<file path="config.mk">
export PLATFORM = sky130hd
export DESIGN_NAME = seq_detect_param
export DESIGN_NICKNAME = d
export VERILOG_FILES = /design/src/rtl/seq_detect_param.sv
export SDC_FILE = /design/constraint.sdc
export NUM_CORES = 1
export LEC_CHECK = 0
export CAP_MARGIN = 15
export CORE_MARGIN = 2
export CORE_UTILIZATION = 48
export CTS_BUF_LIST = sky130_fd_sc_hd__clkbuf_8
export CTS_CLUSTER_SIZE = 40
export DETAILED_ROUTE_END_ITERATION = 10
export PLACE_DENSITY = 0.76
export SLEW_MARGIN = 0
export SYNTH_ARGS = -nofsm -noshare
export SYNTH_HDL_FRONTEND = slang
export SYNTH_SLANG_ARGS = --single-unit
</file>
<file path="constraint.sdc">
create_clock -name Clk -period 3.3 [get_ports Clk]
set_clock_uncertainty 0.05 [all_clocks]
set_input_delay 0.99 -clock Clk [delete_from_list [all_inputs] [get_ports Clk]]
set_output_delay 0.99 -clock Clk [all_outputs]
set_load 0.01 [all_outputs]
</file>
<file path="src/rtl/seq_detect_param.sv">
// Serial pattern detector: compares the last N qualified bits of X against a
// loadable pattern, with overlap/non-overlap modes and a saturating match count.
module seq_detect_param #(
  parameter int N     = 3,
  parameter int CNT_W = 8
) (
  input  logic             Clk,
  input  logic             reset,
  input  logic             X,
  input  logic             en,
  input  logic             load,
  input  logic [N-1:0]     pattern,
  input  logic             ovl,
  output logic             Z,
  output logic [CNT_W-1:0] match_count,
  output logic             sat,
  output logic             armed
);

  // state | meaning
  // IDLE  | no pattern loaded since reset; X ignored
  // FILL  | fewer than N qualified bits collected in hist
  // ARMED | hist holds N qualified bits

  localparam int                FW        = $clog2(N + 1);
  localparam logic [FW-1:0]     FILL_FULL = FW'(N);
  localparam logic [CNT_W-1:0]  CNT_MAX   = '1;

  typedef enum logic [1:0] {
    IDLE  = 2'd0,
    FILL  = 2'd1,
    ARMED = 2'd2
  } state_t;

  state_t         state;
  logic [N-1:0]   pat_r;
  logic [N-1:0]   hist;
  logic [N-1:0]   next_hist;
  logic           ovl_r;
  logic [FW-1:0]  fill;
  logic [FW-1:0]  next_fill;
  logic           hit;

  always_comb begin
    next_hist = {hist[N-2:0], X};
    next_fill = (fill == FILL_FULL) ? fill : fill + FW'(1);
    hit       = (next_fill == FILL_FULL) && (next_hist == pat_r);
  end

  always_ff @(posedge Clk) begin
    if (reset) begin
      pat_r       <= '0;
      ovl_r       <= 1'b0;
      hist        <= '0;
      fill        <= '0;
      Z           <= 1'b0;
      match_count <= '0;
      sat         <= 1'b0;
      armed       <= 1'b0;
      state       <= IDLE;
    end else if (load) begin
      pat_r       <= pattern;
      ovl_r       <= ovl;
      hist        <= '0;
      fill        <= '0;
      Z           <= 1'b0;
      match_count <= '0;
      sat         <= 1'b0;
      armed       <= 1'b1;
      state       <= FILL;
    end else if (en && (state != IDLE)) begin
      if (hit) begin
        Z <= 1'b1;
        if (match_count != CNT_MAX) match_count <= match_count + CNT_W'(1);
        else                        sat         <= 1'b1;
        // Non-overlap mode restarts collection so no bit is shared between matches
        if (ovl_r) begin
          hist  <= next_hist;
          fill  <= next_fill;
          state <= ARMED;
        end else begin
          hist  <= '0;
          fill  <= '0;
          state <= FILL;
        end
      end else begin
        Z     <= 1'b0;
        hist  <= next_hist;
        fill  <= next_fill;
        state <= (next_fill == FILL_FULL) ? ARMED : FILL;
      end
    end else begin
      Z <= 1'b0;
    end
  end

endmodule

</file>
==> impl_metrics.csv, run 1 <==
group,metric,value,unit
worst_setup_path,library_cell_contributing_the_largest_single_delay_on_the_critical_path,"sky130_fd_sc_hd__or4_4",
layout,diodes,0,
detailed_routing,detail-route-antenna-nets,0,
pwr,power.leakage,0.423,nW
global_routing,globalRouteTotalUtil,18.3,%
global_routing,globalRoute.busiestLayer,"met2",
clock_tree,number_of_buffers_added_by_the_clock_tree_synthesis_step,3,
synth,synth.yosys.seq_area_share,44.3,%
global_routing,grt_max_degree,13,
detailed_routing,drt-wirelength-per-cell,13.4,um
synth,postSynthAreaPerCell,8.88,um^2
layout,nNetsFinal,136,
worst_setup_path,setup.worst_path.start_class,"input pin",
layout,post-route-cell-area,1190,um^2
worst_setup_path,worst_setup_path_end_kind,"flop",
die,dieArea,2350,um^2
outcome,outcome,"finished, final reports clean",
detailed_routing,avgViaCountPerCell,5.62,
global_routing,gr-total-overflow,0,
detailed_routing,num_vias,854,
pwr,ir_worst_vdd,0.203,mV
global_routing,global_routing_met2_resource_utilization,30.1,%
global_routing,global_route_wire_length_before_repair,3330,um
synth,post_synth_inst_count,107,
placed_design,place_worst_setup_slack,0.254,ns
synth,synth_nets,117,
hold_path,hold_path.class,"reg2reg",
synth,count_of_cell_types_in_the_netlist,30,
timing,timing_max_transition_violations_final,0,
placed_design,finalWeightedCongestion,0.839,
clock_tree,cts-resized-gates,0,
timing,worst_hold_slack,0.429,ns
worst_setup_path,rr_worst_depth,4,
placed_design,dpl-instance-area,1150,um^2
clock_tree,post-cts-setup-buffer-count,0,
global_routing,groute.layer.met1.usage,23.4,%
synth,yosys_most_used_dff,"sky130_fd_sc_hd__dfxtp_1",
clock_tree,cts_hold_bufs,0,
timing,timing.final.crit_share,83.6,%
layout,postLayoutCoreUtil,62.0,%
detailed_routing,final_routed_wirelength_across_all_metal_layers,2030,um
synth,async_flop_share,0,%
worst_setup_path,critical-path-max-stage-delay,0.62,ns
clock_tree,cts_tree,"yes",
worst_setup_path,crit_path_cell_trace,"clkdlybuf4s50_1, xor2_1, or4_4, or4_1, a21oi_1",
synth,synth.ff_latch_count,21,
clock_tree,ctsHtreeMaxLevel,1,
placed_design,buffer_ports.inserted,19,
layout,post_layout_nonfiller_instances,152,
die,design.portCount,20,
global_routing,number_of_global_route_vias_before_repair,740,
placed_design,post-place-cells,148,
worst_setup_path,worst-setup-path-type,"in2reg",
hold_path,worst_hold_path_stage_count,2,
synth,synth_enable_flop_cells,0,
synth,yosys_warnings,0,
synth,post_synth_instance_area,950,um^2
worst_setup_path,worst-endpoint-required,3.45,ns
flow_run,maxCapViolations,0,
worst_setup_path,cpLargestDelayFamily,"simple AND/OR/NAND/NOR gates",
detailed_routing,first_iter_violations,19,
pwr,power_per_cell_area,397,nW/um^2
timing,min_period,2.76,ns
worst_setup_path,critical_path_depth,5,
worst_setup_path,sum_of_buffers_and_inverters_on_the_critical_path,1,
clock_tree,clock_tree.root_cell,"sky130_fd_sc_hd__clkbuf_8",
timing,grt_setup_unrepaired,"false",
die,die_h,48.5,um
clock_tree,clk_pin_slew,0.07,ns
worst_setup_path,cp.arrival,2.91,ns
timing,setup_total_negative_slack,0,ns
clock_tree,insertion_delay,0.26,ns
global_routing,number_of_antenna_violations_at_the_first_check_in_global_routing,0,
detailed_routing,drc,0,
clock_tree,max-clock-path-buffers,2,
timing,total_of_endpoints_with_negative_setup_slack_in_the_final_report,0,
timing,setup_ws,0.540,ns
worst_setup_path,critical_path_peak_fanout,11,
die,die-width,48.5,um
layout,fraction_of_layout_cells_with_a_size_suffix_above_1,8.00,%
timing,finalHoldViolCount,0,
die,effective_utilization_at_floorplan,49.4,%
layout,area.growth.synth_to_final,25.6,%
timing,slew-limit-headroom,62.1,%
die,row_count,16,
detailed_routing,dr.pass1.iters,4,
placed_design,placed_wire_length_estimate,1460,um
timing,timing_worst_slew_pin_value,0.563,ns
pwr,total_power,474,uW
global_routing,gr_layer_usage_met3,3.70,%
clock_tree,cts_sinks,21,
die,core_area,1920,um^2
timing,timing.fmax,362,MHz
-- cell type report --
cell class / instances / area [um^2]
Fill cell: 170 / 729
Multi-Input combinational cell: 80 / 499
Sequential cell: 21 / 420
Timing Repair Buffer: 19 / 190
Clock buffer: 3 / 41.3
Tap cell: 27 / 33.8
Clock inverter: 1 / 3.75
Inverter: 1 / 3.75
-- tightest hold or removal path, stage by stage (launching register included) --
cell                      delay (ns)
sky130_fd_sc_hd__dfxtp_1        0.33
sky130_fd_sc_hd__nor2_1         0.05
sky130_fd_sc_hd__nor2_1         0.07
-- cells in the final DEF (no fill, tap or decap), types with 3 or more instances in the layout --
| cell | n |
|---|---|
| sky130_fd_sc_hd__dfxtp_1 | 21 |
| sky130_fd_sc_hd__clkdlybuf4s50_1 | 19 |
| sky130_fd_sc_hd__nor2_1 | 13 |
| sky130_fd_sc_hd__a21oi_1 | 12 |
| sky130_fd_sc_hd__nand2_1 | 6 |
| sky130_fd_sc_hd__mux2i_1 | 5 |
| sky130_fd_sc_hd__o31ai_1 | 5 |
| sky130_fd_sc_hd__nor4_1 | 4 |
| sky130_fd_sc_hd__xor2_1 | 3 |
| sky130_fd_sc_hd__nand3_1 | 3 |
| sky130_fd_sc_hd__or4_1 | 3 |
| sky130_fd_sc_hd__clkbuf_8 | 3 |
-- power by group --
| part | switching (mW) | internal [mW] | total (mW) |
|---|---|---|---|
| registers | 0.00486 | 0.259 | 0.264 |
| clock network | 0.0821 | 0.0830 | 0.165 |
| logic | 0.0239 | 0.0207 | 0.0446 |
| total | 0.111 | 0.363 | 0.474 |
-- flip-flops by register name, indices dropped and copies added, names as in the netlist --
signal,cells
armed,1
fill,2
pat_r,3
state,2
match_count,8
hist,2
ovl_r,1
sat,1
Z,1
-- layer usage --
layer | share of wire, % | routed length, um
met4 | 2.5 | 51
met2 | 49 | 991
met1 | 43 | 883
met5 | 0 | 0
met3 | 5.3 | 107
-- cell usage after synthesis (2+ instances only) --
cell type,count,area share (%)
sky130_fd_sc_hd__and4_1,2,1.8
sky130_fd_sc_hd__or2_2,2,1.3
sky130_fd_sc_hd__or4_1,3,2.4
sky130_fd_sc_hd__clkbuf_1,4,1.6
sky130_fd_sc_hd__nand2_1,6,2.4
sky130_fd_sc_hd__nor2_1,13,5.1
sky130_fd_sc_hd__dfxtp_1,21,44
sky130_fd_sc_hd__o21ai_0,2,1.1
sky130_fd_sc_hd__a31o_2,2,1.8
sky130_fd_sc_hd__nand3_1,3,1.6
sky130_fd_sc_hd__nor3_1,2,1.1
sky130_fd_sc_hd__xor2_1,3,2.8
sky130_fd_sc_hd__or3_2,2,1.6
sky130_fd_sc_hd__a21oi_1,12,6.3
sky130_fd_sc_hd__mux2i_1,5,5.3
sky130_fd_sc_hd__o31ai_1,5,4.0
sky130_fd_sc_hd__nand4_1,2,1.3
sky130_fd_sc_hd__nor4_1,4,2.6
sky130_fd_sc_hd__a211oi_1,2,1.6
sky130_fd_sc_hd__o211ai_1,2,1.6
-- worst paths after layout --
check | from | slack [ns] | to
min reg2reg | armed | 0.43 | armed
max | X | 0.54 | match_count[3]
max reg2reg | hist[0] | 1.35 | match_count[3]
min | armed | 0.43 | armed
-- cells by family (layout without fill, tap and decap cells) --
family                     after synthesis  count (layout)  share of synthesized area [%]
and+or+nand+nor                         43              43                           24.5
AOI/OAI and AO/OA                       28              28                           18.7
DFF                                     21              21                           44.3
buffers and inverters                    6              24                           3.16
muxes                                    5               5                           5.27
xor gates and xnor gates                 3               3                           2.77
adders and majority gates                1               1                           1.32
(Power assumes the default switching activity.)
==> run 2, diff against run 1 <==
==> constraint.sdc (replaced) <==
create_clock -name Clk -period 2.8 [get_ports Clk]
set_clock_uncertainty 0.05 [all_clocks]
set_input_delay 0.84 -clock Clk [delete_from_list [all_inputs] [get_ports Clk]]
set_output_delay 0.84 -clock Clk [all_outputs]
set_load 0.01 [all_outputs]
==> run 2 against run 1 <==
- clock power is 22% higher
- sequential cell count stayed put
- non-clock buffer count up 5
- via count grew 2.1%
- setup slack lost 0.31 ns
- sequential share of layout area fell by 1.1 points
- sequential power grew 18%
- cell area is 3.3% higher
- critical path depth stayed put
- critical path type unchanged
==> impl_metrics.csv, run 2 (synthesized netlist as in run 1, its figures left out) <==
group,metric,value,unit
timing,timing_worst_slew_pin_value,0.568,ns
clock_tree,number_of_buffers_added_by_the_clock_tree_synthesis_step,3,
worst_setup_path,crit_path_cell_trace,"clkdlybuf4s50_1, xor2_1, or4_4, or4_1, a21oi_1",
worst_setup_path,sum_of_buffers_and_inverters_on_the_critical_path,1,
layout,top_regs,"match_count: 8 flops, pat_r: 3 flops",
worst_setup_path,cp.arrival,2.72,ns
clock_tree,ctsHtreeMaxLevel,1,
timing,min_period,2.57,ns
timing,grt_setup_unrepaired,"false",
die,design.portCount,20,
timing,total_of_endpoints_with_negative_setup_slack_in_the_final_report,0,
die,row_count,16,
clock_tree,cts-resized-gates,0,
worst_setup_path,worst-setup-path-type,"in2reg",
layout,nNetsFinal,141,
flow_run,maxCapViolations,0,
worst_setup_path,worst-endpoint-required,2.95,ns
timing,timing_max_transition_violations_final,0,
detailed_routing,num_vias,872,
die,effective_utilization_at_floorplan,49.4,%
global_routing,grt_max_degree,13,
clock_tree,post-cts-setup-buffer-count,0,
pwr,power.leakage,0.444,nW
clock_tree,cts_hold_bufs,0,
die,die-width,48.5,um
placed_design,buffer_ports.inserted,19,
outcome,outcome,"finished, final reports clean",
detailed_routing,drt-wirelength-per-cell,13.0,um
worst_setup_path,worst_setup_path_end_kind,"flop",
detailed_routing,first_iter_violations,16,
layout,postLayoutCoreUtil,64.1,%
worst_setup_path,critical-path-max-stage-delay,0.57,ns
worst_setup_path,startpoint,"X",
die,core_area,1920,um^2
worst_setup_path,critical_path_peak_fanout,8,
layout,diodes,0,
detailed_routing,dr.pass1.iters,4,
detailed_routing,avgViaCountPerCell,5.55,
worst_setup_path,setup.worst_path.start_class,"input pin",
clock_tree,max-clock-path-buffers,2,
placed_design,placed_wire_length_estimate,1520,um
global_routing,gr-total-overflow,0,
worst_setup_path,worstReg2RegStart,"hist[0]",
global_routing,globalRouteTotalUtil,18.7,%
detailed_routing,detail-route-antenna-nets,0,
pwr,ir_worst_vdd,0.305,mV
worst_setup_path,library_cell_contributing_the_largest_single_delay_on_the_critical_path,"sky130_fd_sc_hd__or4_4",
layout,layout_commonest_cell,"sky130_fd_sc_hd__dfxtp_1",
detailed_routing,final_routed_wirelength_across_all_metal_layers,2040,um
clock_tree,clk_pin_slew,0.07,ns
layout,most-common-layout-cells,"sky130_fd_sc_hd__dfxtp_1, sky130_fd_sc_hd__clkdlybuf4s50_1, sky130_fd_sc_hd__nor2_1",
clock_tree,clock_tree.root_cell,"sky130_fd_sc_hd__clkbuf_8",
layout,post_layout_nonfiller_instances,157,
timing,timing.final.crit_share,91.8,%
clock_tree,cts_sinks,21,
layout,fraction_of_layout_cells_with_a_size_suffix_above_1,12.3,%
timing,finalHoldViolCount,0,
die,dieArea,2350,um^2
timing,slew-limit-headroom,61.7,%
placed_design,finalWeightedCongestion,0.829,
clock_tree,insertion_delay,0.26,ns
global_routing,number_of_antenna_violations_at_the_first_check_in_global_routing,0,
worst_setup_path,cpLargestDelayFamily,"simple AND/OR/NAND/NOR gates",
hold_path,worstHoldStart,"sat",
global_routing,global_route_wire_length_before_repair,3460,um
pwr,power_per_cell_area,463,nW/um^2
timing,timing.fmax,389,MHz
placed_design,post-place-cells,153,
layout,area.growth.synth_to_final,29.6,%
hold_path,hold_path.class,"reg2reg",
layout,largest_register_ff_count,8,
clock_tree,cts_tree,"yes",
global_routing,number_of_global_route_vias_before_repair,807,
layout,largest_register,"match_count",
die,die_h,48.5,um
detailed_routing,drc,0,
## run 2: through the flow
step | setup slack [ns] | area, um^2 | total power [mW] | hold slack, ns | TNS, ns
3_5_place_dp | -0.0415 | 1180 | 0.375 | 0.418 | -0.0636
6_report | 0.230 | 1230 | 0.570 | 0.431 | 0
2_1_floorplan | 0.393 | 950 | 0.348 | 0.423 | 0
5_1_grt | 0.161 | 1230 | 0.590 | 0.475 | 0
4_1_cts | 0.234 | 1230 | 0.572 | 0.444 | 0
3_3_place_gp | 0.00359 | 1180 | 0.374 | 0.404 | 0
## run 2: final timing paths
kind | to | slack (ns) | depth (start not counted)
setup / recovery | match_count[3] | 0.23 | 5
hold / removal | sat | 0.43 | 2
setup reg to reg | match_count[3] | 0.85 | 4
hold reg to reg | sat | 0.43 | 2
## run 2: area by class of cell
cell class,instances,area (um^2)
Clock buffer,3,41.3
Clock inverter,1,5.00
Fill cell,178,691
Inverter,1,3.75
Multi-Input combinational cell,80,499
Sequential cell,21,420
Tap cell,27,33.8
Timing Repair Buffer,24,228
## run 2: power breakdown
part	internal [mW]	leakage (nW)	total [mW]	switching [mW]
Clock	0.0993	0.0255	0.201	0.101
Sequential	0.305	0.171	0.311	0.00551
Combinational	0.0294	0.248	0.0588	0.0294
Total	0.434	0.444	0.570	0.136
## run 2: routing by layer
layer	track usage (%)	vias up	wire, um	part of all wire [%]
met5	0	-	0	0
met4	11.0	0	62	3.0
met3	3.09	7	96	4.7
met2	29.9	26	919	45
met1	23.8	397	966	47
li1	-	442	-	-
## run 2: worst register-to-register path: cells and delay by family (launching register included)
family / cells / cell delay (ns)
AND/OR/NAND/NOR: 2 / 1.14
AO/OA/AOI/OAI: 1 / 0.15
XOR/XNOR: 1 / 0.22
flip-flops: 1 / 0.33
